`src/rtl/mem_arb_pkg.sv`:
```
// Shared types and default widths for the instruction/data memory arbiter.
// Request and grant vectors are indexed with IDX_IF and IDX_DM.
package mem_arb_pkg;

  localparam int DEF_ADDR_WIDTH = 12;
  localparam int DEF_DATA_WIDTH = 32;

  localparam int IDX_IF = 0;
  localparam int IDX_DM = 1;

  // Which requester the next-cycle read data belongs to
  typedef enum logic [1:0] {
    OWN_NONE  = 2'd0,
    OWN_IF    = 2'd1,
    OWN_DM_RD = 2'd2
  } owner_e;

  // Port currently holding priority
  typedef enum logic {
    SEL_IF = 1'b0,
    SEL_DM = 1'b1
  } port_e;

endpackage

```
`src/rtl/rr_arb2.sv`:
```
// Two-requester round-robin arbiter with a one-hot, combinational grant.
// After any grant, priority passes to the port that was not granted.
module rr_arb2
  import mem_arb_pkg::*;
(
  input  logic       clk,
  input  logic       reset,
  input  logic [1:0] req,
  output logic [1:0] gnt
);

  port_e prio_reg;
  port_e prio_next;

  always_ff @(posedge clk or negedge reset) begin
    if (!reset) begin
      prio_reg <= SEL_DM;
    end else begin
      prio_reg <= prio_next;
    end
  end

  always_comb begin
    gnt       = 2'b00;
    prio_next = prio_reg;
    if (req[IDX_IF] && (!req[IDX_DM] || prio_reg == SEL_IF)) begin
      gnt[IDX_IF] = 1'b1;
      prio_next   = SEL_DM;
    end else if (req[IDX_DM]) begin
      gnt[IDX_DM] = 1'b1;
      prio_next   = SEL_IF;
    end
  end

endmodule

```
`src/rtl/mem_arbiter.sv`:
```
// Shares one single-ported synchronous memory between instruction fetch and
// load/store, routing the one-cycle-late read data back to its requester.
module mem_arbiter
  import mem_arb_pkg::*;
#(
  parameter int ADDR_WIDTH = DEF_ADDR_WIDTH,
  parameter int DATA_WIDTH = DEF_DATA_WIDTH
) (
  input  logic                  clk,
  input  logic                  reset,
  input  logic                  if_req,
  input  logic [ADDR_WIDTH-1:0] if_addr,
  output logic                  if_gnt,
  output logic                  if_rvalid,
  output logic [DATA_WIDTH-1:0] if_rdata,
  input  logic                  dm_req,
  input  logic                  dm_we,
  input  logic [ADDR_WIDTH-1:0] dm_addr,
  input  logic [DATA_WIDTH-1:0] dm_wdata,
  output logic                  dm_gnt,
  output logic                  dm_rvalid,
  output logic [DATA_WIDTH-1:0] dm_rdata,
  output logic                  mem_en,
  output logic                  mem_we,
  output logic [ADDR_WIDTH-1:0] mem_addr,
  output logic [DATA_WIDTH-1:0] mem_wdata,
  input  logic [DATA_WIDTH-1:0] mem_rdata
);

  logic [1:0] req;
  logic [1:0] gnt;
  owner_e     rsp_reg;
  owner_e     rsp_next;

  // Masking requests while reset is low keeps every strobe quiet during reset
  assign req = {dm_req & reset, if_req & reset};

  rr_arb2 u_rr_arb2 (
    .clk   (clk),
    .reset (reset),
    .req   (req),
    .gnt   (gnt)
  );

  assign if_gnt = gnt[IDX_IF];
  assign dm_gnt = gnt[IDX_DM];

  always_comb begin
    mem_en    = 1'b0;
    mem_we    = 1'b0;
    mem_addr  = '0;
    mem_wdata = '0;
    rsp_next  = OWN_NONE;
    if (gnt[IDX_IF]) begin
      mem_en   = 1'b1;
      mem_addr = if_addr;
      rsp_next = OWN_IF;
    end else if (gnt[IDX_DM]) begin
      mem_en    = 1'b1;
      mem_we    = dm_we;
      mem_addr  = dm_addr;
      mem_wdata = dm_wdata;
      rsp_next  = dm_we ? OWN_NONE : OWN_DM_RD;
    end
  end

  always_ff @(posedge clk or negedge reset) begin
    if (!reset) begin
      rsp_reg <= OWN_NONE;
    end else begin
      rsp_reg <= rsp_next;
    end
  end

  assign if_rvalid = (rsp_reg == OWN_IF);
  assign dm_rvalid = (rsp_reg == OWN_DM_RD);
  assign if_rdata  = reset ? mem_rdata : '0;
  assign dm_rdata  = reset ? mem_rdata : '0;

endmodule

```
`config.mk`:
```
export PLATFORM = sky130hd
export DESIGN_NAME = mem_arbiter
export DESIGN_NICKNAME = d
export VERILOG_FILES = /design/src/rtl/mem_arb_pkg.sv /design/src/rtl/rr_arb2.sv /design/src/rtl/mem_arbiter.sv
export SDC_FILE = /design/constraint.sdc
export NUM_CORES = 1
export LEC_CHECK = 0
export ABC_AREA = 1
export CORE_AREA = 3 3 78 80
export DETAILED_ROUTE_END_ITERATION = 8
export DIE_AREA = 0 0 81 83
export DONT_BUFFER_PORTS = 1
export PLACE_DENSITY_LB_ADDON = 0.3
export SLEW_MARGIN = 20
export SYNTH_ARGS = -nofsm -noshare
export SYNTH_HDL_FRONTEND = slang
export SYNTH_SLANG_ARGS = --single-unit
```
`constraint.sdc`:
```
create_clock -name clk -period 1.49 [get_ports clk]
set_input_delay 0.298 -clock clk [delete_from_list [all_inputs] [get_ports clk]]
set_output_delay 0.298 -clock clk [all_outputs]
set_load 0.005 [all_outputs]
```
# Word-level counts from Yosys, hierarchy flattened
# Index checks and enable logic that the tools add are counted.
[classes]
n_eq_ne = 2
bitwise_logic = 3
mux = 17
n_reduce_logical = 4
mul = 0
add_sub_neg = 0
magnitude_cmp = 0
div_mod_pow = 0
shifts = 0
[op_table]
columns = ["op", "n"]
rows = [
  ["32-bit two-way mux", 3],
  ["12-bit two-way mux", 2],
  ["1-bit two-way mux", 9],
  ["2-bit two-way mux", 3],
  ["1-bit AND", 2],
  ["2-bit by 1-bit == test with 1-bit output (second input constant)", 1],
  ["2-bit == test (second input constant)", 1],
  ["2-bit nonzero test", 1],
  ["1-bit logical AND", 1],
  ["1-bit zero test", 1],
  ["1-bit logical OR", 1],
  ["1-bit NOT", 1],
]
[word_totals]
register_bits = 3
romBits = 0
memories = 0
mem_bits_rw = 0
latch_bits = 0
out_inout_bits = 114
in_bits = 93

# Depth between registers and ports, before layout
[depth]
depth_word = 7
mapped_depth = 7
ltp_nobuf = 5

# Hierarchy
# Synthesis repeated with hierarchy kept, for this count alone.
[hier_totals]
hier_cells = 237
area_unflattened_um2 = 1202.4
[by_module_without_submodules]
columns = ["module", "instances", "area_per_inst_um2", "cells_each"]
rows = [
  ["mem_arbiter", 1, 1133.6, 227],
  ["rr_arb2", 1, 68.8, 10],
]

# Worst setup path after synthesis
# No wires, ideal clock.
[synth_path]
path_type = "register -> output"
from = "register u_rr_arb2.prio_reg"
to = "output port mem_addr[0]"
path_stages_with_launch = 6
slack_ns = 0.176
t_arrival_ns = 1.016
required_ns = 1.192
cell_sequence = "dfstp_2 > nand2_1 > nand2_4 > buf_2 > nand3_1 > nand2_1"
[synth_via]
elab_chain_len = 6
[synth_lines]
columns = ["element", "line_no", "rtl"]
rows = [
  ["start, declared", "rr_arb2.sv:12", "port_e prio_reg;"],
  ["start signal, assigned", "rr_arb2.sv:19", "prio_reg <= prio_next;"],
  ["1-bit NOT *", "rr_arb2.sv:26", "if (req[IDX_IF] && (!req[IDX_DM] || prio_reg == SEL_IF)) begin"],
  ["1-bit logical OR *", "rr_arb2.sv:26", ""],
  ["1-bit logical AND *", "rr_arb2.sv:26", ""],
  ["1-bit two-way mux", "rr_arb2.sv:26", ""],
  ["12-bit two-way mux", "mem_arbiter.sv:58", "end else if (gnt[IDX_DM]) begin"],
  ["12-bit two-way mux *", "mem_arbiter.sv:54", "if (gnt[IDX_IF]) begin"],
  ["end, declared", "mem_arbiter.sv:25", "output logic [ADDR_WIDTH-1:0] mem_addr,"],
]
# Every way passes the cells marked *; elsewhere a longest branch is shown, timed or not.

# Final worst setup path
[layout_path]
from = "register u_rr_arb2.prio_reg"
to = "output port mem_we"
[layout_via]
elab_chain_len = 6
[layout_lines]
columns = ["element", "line_no", "rtl"]
rows = [
  ["1-bit NOT *", "rr_arb2.sv:26", ""],
  ["1-bit logical OR *", "rr_arb2.sv:26", ""],
  ["1-bit logical AND *", "rr_arb2.sv:26", ""],
  ["1-bit two-way mux", "rr_arb2.sv:26", ""],
  ["1-bit two-way mux", "mem_arbiter.sv:58", ""],
  ["1-bit two-way mux *", "mem_arbiter.sv:54", ""],
  ["end, declared", "mem_arbiter.sv:24", "output logic mem_we,"],
]
# Marks and branches as above.

==> results.tsv <==
metric	value	unit
status	complete, but fails checks	
failing checks	negative setup slack	
fin crit share	110	%
# nets final	297	
full die area	0.00672	mm2
peak supply drop	0.132	mV
area share of the largest cell type after synthesis	23.1	%
largest net degree at the start of global routing	36	
CTS root buffer	clkbuf_8	
HP Class	input port to register	
Synth cell types	13	
number of global-route vias before repair	1136	
detailed placer's ending HPWL	2970	um
Worst R2R Start	u_rr_arb2.prio_reg	
syn_nets	321	
nature of the critical path endpoint	output pin	
critical path class	register to output pin	
WL/cell	16.0	um
Routed WL	4390	um
Ys Warns	0	
worst setup margin	-0.142	ns
Top Ports	207	
Slowest cell on crit path	dfstp_2	
Total GRT Usage	10.9	%
Synth Register Bits	3	
Cell Rows	27	
Num CTS Buffers	3	
beginning of the critical path	u_rr_arb2.prio_reg	
pre-CTS setup slack	0.0274	ns
Worst R2R Setup Slack	0.21	ns
Setup-failing EPs final	46	
Max Slew Vio Count	0	
initial antenna violation count	0	
top cells by area, synth	inv_1 (23%), buf_4 (23%), nand2_1 (20%)	
WP data required	1.19	ns
critical path's most frequent cell	nand2_4	
final hold viol count	0	
antenna-violating nets left	0	
Die Height	83	um
initial DRC count	16	
Initial Util	20.5	%
Worst-Margin Slew	0.637	ns
most frequent cells after synthesis	inv_1 (69), nand2_1 (60), nor2_1 (36)	
IO buf count	0	
DR vias	1225	
maxcap violations	0	
DP Area	905	um2
drt drc	0	
fillers	622	
cell area after layout	0.00132	mm2
H-Tree Depth	1	
Final Wtd Congestion	0.741	
cell with the most instances after synthesis	inv_1	
Reg2Reg Depth	6	
area leader, netlist	inv_1	
critical-path cell list	nand2_2 -> nand2_4 -> buf_12 -> nand2_4 -> nor2_4	
worst reg2reg endpoint	rsp_reg[1]	
Diodes inserted	0	
Final min period	1.63	ns
TNS Setup	-4.48	ns
Clk pin slew, worst setup/hold paths	0.03	ns
sequential element share of the synthesized area	6.79	%
number of synthesized flops with an enable pin	0	
cell area power density	508	mW/mm2
gr ovfl total	0	
Leak	0.861	nW
Worst Setup Start Kind	register	
Min Hold Slack	0.143	ns
Netlist Area Pre-Place	0.00112	mm2
Final Total Pwr	0.672	mW
Max clock buf depth	2	
area added between synthesis and finish	17.8	%
slowest stage delay, CP	0.53	ns
global-route wire length before repair	5620	um
Rel. slew slack	57.5	%
Peak Freq	613	MHz
layout cells sized above 1	28.1	%
Pre-Repair DR Iteration Count	4	
core area	0.00547	mm2
CTS tree	done	
Gate Count Post-Synth	228	
CP Max Fanout	6	
share of synthesized registers carrying an async set or reset	100	%
clk_skew	0.00380	ns
unrepaired setup endpoints after global routing	yes	
width of the die	81	um
clock latency on the worst-skew pair	0.22	ns
max FFs per register	2	
syn_area_per_cell	4.93	um2
Main synth FF type	dfrtp_1	
crit path to	mem_we	
crit path DAT	1.33	ns
vias per cell	4.45	
clk sink count	3	
-- cell usage in the layout, fill, tap and decap left out, types with 3 or more instances in the layout --
cell type and n:
nor2_4 23, nand3_1 13, clkbuf_8 3, nand2_1 58, nand2_4 4, nor2_2 10
nand2_8 4, nor2_1 3, buf_4 4, inv_1 68
-- stage by stage --
step | cells | utilization, %
after floorplan | 228 | -
after global placement | 259 | 16.5
after detailed placement | 259 | 16.5
after CTS | 273 | 22.5
after global routing | 275 | 24.2
final | 275 | 24.2
-- area by class of cell --
class                      count  area, um2  area share (%)
sequential                     3       76.3            5.77
inverter                      70        263            19.8
multi-input combinational    119        778            58.8
clock buffer                   4       45.0            3.40
tap                           72       90.1            6.81
timing repair buffer           7       71.3            5.39
-- logic make-up after synthesis --
family                 count (synthesis)  synth area share (%)
AOI/OAI and AO/OA                      1                 0.780
DFF                                    3                  6.79
and+or+nand+nor                      112                  40.9
buffers and inverters                112                  51.6
-- where the power goes --
part | leakage (nW) | switching (mW) | internal, mW | total (mW)
clock network | 0.0228 | 0.0587 | 0.183 | 0.242
logic | 0.801 | 0.235 | 0.101 | 0.336
registers | 0.0371 | 0.00399 | 0.0909 | 0.0949
-- worst max-delay path, delay by kind of cell, from the launching register on --
family / cells / cell delay [ns]
buffers and inverters: 1 / 0.17
flip-flops: 1 / 0.53
AND/OR/NAND/NOR: 4 / 0.41
-- worst min path at each step --
stage | startpoint | endpoint | slack, ns | cells after the start
after floorplan | reset | rsp_reg[0] | 0.002 | 0
after global placement | reset | rsp_reg[1] | 0.003 | 0
after detailed placement | reset | rsp_reg[1] | 0.003 | 0
after CTS | dm_we | rsp_reg[1] | 0.14 | 1
after global routing | dm_we | rsp_reg[1] | 0.14 | 1
final | dm_we | rsp_reg[1] | 0.14 | 1
-- routing by layer --
metal / routed length (um) / global-route usage (%) / vias to the layer above
met5: 0 / 0 / -
met4: 178 / 6.45 / 0
met3: 429 / 2.06 / 20
met2: 2320 / 20.7 / 126
met1: 1460 / 10.4 / 534
li1: - / - / 545
-- what timing repair did --
action / 4_1_cts / 5_1_grt
pin swaps: 4 / 3
resized for setup: 45 / 20
cloned: 4 / 2
hold buffers: 1 / 0
hold endpoints to repair: 3 / 0
setup buffers: 5 / 0
setup endpoints to repair: 46 / 46
Note: power is estimated with default switching activity, not from simulation.
